**config.mk**
```make
export PLATFORM = sky130hd
export DESIGN_NAME = oc_dispatch_sched
export DESIGN_NICKNAME = d
export VERILOG_FILES = /design/src/rtl/oc_dispatch_sched.sv
export SDC_FILE = /design/constraint.sdc
export NUM_CORES = 1
export LEC_CHECK = 0
export CORE_MARGIN = 5
export CORE_UTILIZATION = 54
export DETAILED_ROUTE_END_ITERATION = 6
export GPL_TIMING_DRIVEN = 0
export PLACE_DENSITY = 0.91
export SLEW_MARGIN = 15
export SYNTH_ARGS = -nofsm -noshare
export SYNTH_HDL_FRONTEND = slang
export SYNTH_SLANG_ARGS = --single-unit
```
**constraint.sdc**
```tcl
create_clock -name clk -period 3.7 [get_ports clk]
set_input_delay 0.74 -clock clk [delete_from_list [all_inputs] [get_ports clk]]
set_output_delay 0.74 -clock clk [all_outputs]
set_load 0.01 [all_outputs]
```
**src/rtl/oc_dispatch_sched.sv**
```systemverilog
// Dispatch scheduler for the 4-entry operand-collector array.
// Issues at most one one-hot ALU grant and at most one one-hot MEM grant per cycle.
// Each grant is registered and also serves as the read enable for its collector.
// ALU issue is blocked while ALU_Stall is high.
// MEM issue is blocked while no memory-unit credits are free.
//
// Ports:
//   clk, rst           clock; synchronous active-high reset
//   RDY_OC             per-collector ready (operands present, entry valid)
//   MemOp_OC           per-collector "holds a memory op"
//   ALU_Stall          ALU pipeline cannot accept an op this cycle
//   MEM_Credit_Return  one-cycle pulse, memory unit freed a slot
//   ALU_Grt_Sched_OC   registered one-hot ALU grant / read enable
//   MEM_Grt_Sched_OC   registered one-hot MEM grant / read enable
//   MEM_Credits        free MEM credits
//   Credit_Err         sticky: return received while credits were already full
module oc_dispatch_sched #(
  parameter int unsigned NUM_OC      = 4,
  parameter int unsigned MEM_CREDITS = 4
) (
  input  logic              clk,
  input  logic              rst,
  input  logic [NUM_OC-1:0] RDY_OC,
  input  logic [NUM_OC-1:0] MemOp_OC,
  input  logic              ALU_Stall,
  input  logic              MEM_Credit_Return,
  output logic [NUM_OC-1:0] ALU_Grt_Sched_OC,
  output logic [NUM_OC-1:0] MEM_Grt_Sched_OC,
  output logic [2:0]        MEM_Credits,
  output logic              Credit_Err
);

  // Pointer arithmetic relies on natural wrap, so NUM_OC must stay a power of two.
  localparam int unsigned PtrW = $clog2(NUM_OC);
  localparam logic [2:0]  CreditMax = 3'(MEM_CREDITS);

  logic [NUM_OC-1:0] alu_grt_q, alu_grt_d;
  logic [NUM_OC-1:0] mem_grt_q, mem_grt_d;
  logic [PtrW-1:0]   alu_ptr_q, alu_ptr_d;
  logic [PtrW-1:0]   mem_ptr_q, mem_ptr_d;
  logic [2:0]        credits_q, credits_d;
  logic              err_q, err_d;

  logic [NUM_OC-1:0] masked, alu_req, mem_req;

  // A collector granted last cycle still shows RDY this cycle; hide it so it is not re-picked.
  assign masked  = RDY_OC & ~(alu_grt_q | mem_grt_q);
  assign alu_req = masked & ~MemOp_OC;
  assign mem_req = masked & MemOp_OC;

  // Round-robin pick: take the first request at or above the pointer, wrapping around.
  always_comb begin
    logic            found;
    logic [PtrW-1:0] idx;
    alu_grt_d = '0;
    alu_ptr_d = alu_ptr_q;
    found     = 1'b0;
    idx       = '0;
    if (!ALU_Stall) begin
      for (int i = 0; i < NUM_OC; i++) begin
        idx = alu_ptr_q + PtrW'(i);
        if (!found && alu_req[idx]) begin
          found          = 1'b1;
          alu_grt_d[idx] = 1'b1;
          alu_ptr_d      = idx + PtrW'(1);
        end
      end
    end
  end

  always_comb begin
    logic            found;
    logic [PtrW-1:0] idx;
    mem_grt_d = '0;
    mem_ptr_d = mem_ptr_q;
    found     = 1'b0;
    idx       = '0;
    if (credits_q != 3'd0) begin
      for (int i = 0; i < NUM_OC; i++) begin
        idx = mem_ptr_q + PtrW'(i);
        if (!found && mem_req[idx]) begin
          found          = 1'b1;
          mem_grt_d[idx] = 1'b1;
          mem_ptr_d      = idx + PtrW'(1);
        end
      end
    end
  end

  // A grant consumes a credit on the same edge that registers the grant.
  always_comb begin
    credits_d = credits_q;
    err_d     = err_q;
    unique case ({|mem_grt_d, MEM_Credit_Return})
      2'b10: credits_d = credits_q - 3'd1;
      2'b01: begin
        if (credits_q == CreditMax) err_d = 1'b1;
        else                        credits_d = credits_q + 3'd1;
      end
      default: ;
    endcase
  end

  always_ff @(posedge clk) begin
    if (rst) begin
      alu_grt_q <= '0;
      mem_grt_q <= '0;
      alu_ptr_q <= '0;
      mem_ptr_q <= '0;
      credits_q <= CreditMax;
      err_q     <= 1'b0;
    end else begin
      alu_grt_q <= alu_grt_d;
      mem_grt_q <= mem_grt_d;
      alu_ptr_q <= alu_ptr_d;
      mem_ptr_q <= mem_ptr_d;
      credits_q <= credits_d;
      err_q     <= err_d;
    end
  end

  assign ALU_Grt_Sched_OC = alu_grt_q;
  assign MEM_Grt_Sched_OC = mem_grt_q;
  assign MEM_Credits      = credits_q;
  assign Credit_Err       = err_q;

endmodule
```
Yosys cells after proc, flatten, opt, wreduce, memory -nomap -nowiden:

Cells that the tools add are included.

* flip-flop bits (word level): 16
* output and inout bits: 12
* logic and storage cells: 152

* $add $sub $neg: 14
* magnitude comparators: 16
* equality and inequality tests: 4
* mux-type cells: 69
* bitwise logic cells: 13
* reductions and logical operators: 30

Operators by type and width (number)
* 4-bit 2-to-1 mux: 15
* 1-bit 2-to-1 mux: 28
* 4-bit bitwise OR: 7
* 2-bit by 3-bit less-than comparator with 1-bit output (second input constant): 8
* 2-bit by 1-bit adder with 2-bit output (second input constant): 8
* 1-bit binary-select mux with 2-bit select: 8
* 1-bit demux with 2-bit select: 8
* 2-bit by 1-bit greater-or-equal comparator with 1-bit output (second input constant): 8
* 2-bit 2-to-1 mux: 8
* 1-bit logical AND: 14
* 4-bit bitwise AND: 3
* 2-bit adder (second input constant): 4
* 4-bit NOT: 2
* 2-bit AND reduction: 4
* 4-bit nonzero test: 2
* 1-bit zero test: 6
* 3-bit case mux with 2 select lines: 1
* 4-bit OR reduction: 1
* 3-bit by 1-bit adder with 3-bit output (second input constant): 1
* 3-bit equality test (second input constant): 1
* 3-bit 2-to-1 mux: 1
* 3-bit nonzero test: 1
* 3-bit by 1-bit subtractor with 3-bit output (second input constant): 1
* 2-bit by 1-bit equality test with 1-bit output (second input constant): 1
* other kinds (5): 5

Depth between registers and ports, before layout:

* word-level depth: 24
* mapped depth: 13

Worst setup path after synthesis:

Ideal clock, no wire load.

* kind: input to register
* start: in MemOp_OC[1]
* end: reg credits_q[1], in the netlist MEM_Credits[1]
* setup time: 60 ps
* data arrival time: 3407 ps
* data required time: 3640 ps
* setup slack: 233 ps
* cell stages on the path: 12
* cells stage by stage: and4bb_1 -> mux4_2 -> nand3_2 -> a31oi_2 -> a2111oi_4 -> nand2_2 -> nand2b_1 -> nand2_1 -> fa_1 -> o21ai_0 -> a211oi_1 -> o221a_1

RTL lines
* start, declared: RTL line 24 `input logic [NUM_OC-1:0] MemOp_OC,`
* 4-bit bitwise AND (*): RTL line 49 `assign mem_req = masked & MemOp_OC;`
* 1-bit binary-select mux with 2-bit select: RTL line 81 `if (!found && mem_req[idx]) begin`
* 1-bit 2-to-1 mux (implied by the code): RTL line 81
* 1-bit 2-to-1 mux: RTL line 81
* 1-bit 2-to-1 mux: RTL line 78 `if (credits_q != 3'd0) begin`
* 1-bit zero test: RTL line 81
* 1-bit logical AND: RTL line 81
* 1-bit 2-to-1 mux: RTL line 81
* [5 not listed]
* 1-bit zero test: RTL line 81
* 1-bit logical AND: RTL line 81
* 4-bit 2-to-1 mux (*): RTL line 81
* 4-bit 2-to-1 mux (*): RTL line 78
* 4-bit OR reduction (*): RTL line 94 `unique case ({|mem_grt_d, MEM_Credit_Return})`
* 2-bit by 1-bit equality test with 1-bit output / 2-bit equality test (equally long branches): RTL line 94
* 3-bit case mux with 2 select lines (*): RTL line 94
* via credits_d[1]: RTL line 41 `logic [2:0] credits_q, credits_d;`
* end signal, assigned: RTL line 110 `credits_q <= CreditMax;`
* end signal, assigned: RTL line 117 `credits_q <= credits_d;`
* end, declared: RTL line 41

The timed path passes the listed nets; every way through them passes the cells marked *. The select of a mux whose other input is x is not followed.
A chain may end at the register's enable or synchronous reset.

Final worst setup path:

* start: reg mem_ptr_q[0]
* end: reg credits_q[1], in the netlist MEM_Credits[1]

RTL lines
* start, declared: RTL line 40 `logic [PtrW-1:0] mem_ptr_q, mem_ptr_d;`
* start signal, assigned: RTL line 116 `mem_ptr_q <= mem_ptr_d;`
* branches (longest 14 deep; another with 2-bit by 3-bit less-than comparator with 1-bit output)
* 4-bit 2-to-1 mux (*): RTL line 81
* 4-bit 2-to-1 mux (*): RTL line 78
* 4-bit OR reduction (*): RTL line 94
* 2-bit by 1-bit equality test with 1-bit output / 2-bit equality test (equally long branches): RTL line 94
* 3-bit case mux with 2 select lines (*): RTL line 94
* via credits_d[1]: RTL line 41

Mark *: on every way through the listed nets, which the timed path passes. The select of a mux whose other input is x is not followed.

==> impl_metrics.toml <==
[run_status]
status = "complete, no violations"

[layout]
register_area_um2 = 323
drive_above_1_share_pct = 22.0
multi_input_area_um2 = 1180
post-route-util_pct = 71.3
final_cell_mix = "17 x nor2_1, 14 x dfxtp_1, 14 x clkdlybuf4s50_1"
area_growth_pct = 26.5
fin_nets = 225
layout.cells.most_common = "nor2_1"
fin_cells = 231
n_antenna_cell = 0
fillers = 202

[sta]
fin_tns_setup_ns = 0
hold_violations = 0
min_period_over_period_pct = 94.2
worst_pin_slew_ns = 0.570
drv_slew = 0
fin_ws_ns = 0.216
maxSlewHeadroom_pct = 61.7
setup_violations = 0
period_minus_slack_ns = 3.48
fmax_mhz = 287
worst_clock_skew_ns = 0.00521
rsz0062_at_grt = "no"

[worst_setup_path]
r2r_cells = 13
slowest_stage = "fa_1"
crit_path_end_kind = "register"
critPathKind = "reg -> reg"
crit_buf_inv = 1
crit_path_frequent_cell = "nand2_2"
cp_top_family = "compound AO/OA/AOI/OAI gates"
start_kind = "register"
rr_startpoint = "mem_ptr_q[0]"
path_cells = "inv_2 > ha_1 > mux4_2 > nand2_2 > a31oi_2 > a2111oi_4 > nand2_2 > nand2b_1 > nand2_2 > fa_1 > o21ai_0 > a211oi_1 > o221a_1"
arrival_ns = 3.73
r2r_end = "MEM_Credits[1]"
required_ns = 3.94
reg2reg_setup_slack_ns = 0.22
worst-path-max-fanout = 9
cp_slowest_stage_delay_ns = 0.56

[clock_network]
cts_max_level = 1
cts.sinks = 16
cts_tree = "yes"
root_buffer = "clkbuf_4"
clockBufferDepth = 2
clkLatencyLatePin_ns = 0.29
cts-buffers-inserted = 3
cts_hold_buf = 0
clk_pin_slew_ns = 0.10

[floorplan]
start_util_pct = 56.3
core-area_um2 = 2730
dieArea_um2 = 4020
dieWidth_um = 63.4
die_y_um = 63.4
io_pins = 24
rows = 19

[yosys]
yosys.area.top_type_share_pct = 20.8
seq_area_frac_synth_pct = 20.8
synth_ff_type = "dfxtp_1"
netlist_area_um2 = 1540
synth.distinct_cells = 52
ys_seq_elements = 16
synth_edf_count = 0
async_reset_ff_share_pct = 0
avgSynthCellArea_um2 = 9.39
post-synth-top-area-cell = "dfxtp_1"
syn_nets = 188
yosysWarnings = 0
synth.area.top_cells = "dfxtp_1 21%, mux4_2 13%, ha_1 8.9%"
synthCells = 164

[detailed_routing]
drtIter0Drc = 95
avgRoutedWirePerCell_um = 17.3
via_per_inst = 6.58
wl_um = 4000
route.vias.total = 1521
drtPass1Iterations = 4
drc = 0
ant_nets = 0

[hold_path]
min_to = "Credit_Err"
hold_class = "reg -> reg"
worstHoldPathCells = 1
worstHoldStart = "Credit_Err"

[power_and_ir_drop]
p_total_mw = 1.73
p_per_area_nw_per_um2 = 890
ir_drop_uv = 608
power_leakage_nw = 0.797

[placement]
hpwl_um = 3050
port_buffers = 22
dp_cells = 217
gp_congestion = 0.859
dp_slack_ns = -0.510

[job]
max-cap-violations = 0

[global_route]
grt_max_degree = 11
overflow = 0
antenna_found_initial = 0
grt_usage_pct = 19.5
grt_pass1_vias = 1460
grt_pass1_wl_um = 6560
-- report_power, final --
group | switching (mW) | internal [mW]
Clock | 0.0574 | 0.0600
Combinational | 0.655 | 0.637
Sequential | 0.0885 | 0.236
Total | 0.801 | 0.932
-- per-stage QoR --
stage          hold slack (ns)  cell area [um2]
3_3_place_gp             0.450             1800
2_1_floorplan            0.509             1540
3_5_place_dp             0.458             1800
4_1_cts                  0.482             1860
6_report                 0.478             1950
5_1_grt                  0.509             1950
-- metal layers --
| metal | wire length (um) | track usage, % | share of wire (%) | vias up |
|---|---|---|---|---|
| met1 | 1650 | 23.2 | 41 | 754 |
| li1 | - | - | - | 716 |
| met2 | 2170 | 35.5 | 54 | 45 |
| met5 | 0 | 0 | 0 | - |
| met4 | 54 | 7.79 | 1.3 | 0 |
| met3 | 131 | 1.78 | 3.3 | 6 |
-- worst max path at each step --
stage / from / end / cells past startpoint
2_1_floorplan: MemOp_OC[1] / MEM_Credits[1] / 12
3_3_place_gp: RDY_OC[3] / MEM_Credits[1] / 13
3_5_place_dp: MemOp_OC[2] / MEM_Credits[1] / 13
4_1_cts: MemOp_OC[2] / MEM_Credits[1] / 14
5_1_grt: mem_ptr_q[0] / MEM_Credits[1] / 13
6_report: mem_ptr_q[0] / MEM_Credits[1] / 13
-- final cells by class --
type,instances,share of cell area [%]
tap,31,1.99
inverter,6,1.16
buffer,4,1.86
multi-input combinational,138,60.4
timing repair buffer,32,16.2
clock buffer,4,1.86
sequential,16,16.6
-- synth_stat cells (all sizes together), types with 3 or more instances --
master and instances:
mux4 9, and4bb 3, nand3 8, ha 11
a31oi 5, nand4bb 4, a22o 4, clkbuf 3
a21oi 12, inv 6, nand2 14, o21ai 7
nor3 3, a22oi 4, nor2 18, dfxtp 16
or4b 4
-- state kept, by name, indices dropped and copies added (netlist names) --
name              count
MEM_Grt_Sched_OC      4
mem_ptr_q             2
alu_ptr_q             2
MEM_Credits           3
ALU_Grt_Sched_OC      4
Credit_Err            1
-- timing repair --
action / in CTS / in global routing
pin swaps: 3 / 8
resized for setup: 1 / 13
endpoints found under the setup margin: 2 / 2
buffers inserted: 3 / 7
-- kinds of logic after synthesis --
kind of cell,after synthesis,synth area share (%)
and+or+nand+nor,64,25.6
AOI/OAI and AO/OA,47,22.6
DFF,16,20.8
buffers and inverters,10,3.41
xor gates and xnor gates,3,2.19
adders and majority gates,12,10.2
muxes,12,15.2
No activity file was read; power rests on OpenSTA's default activity.
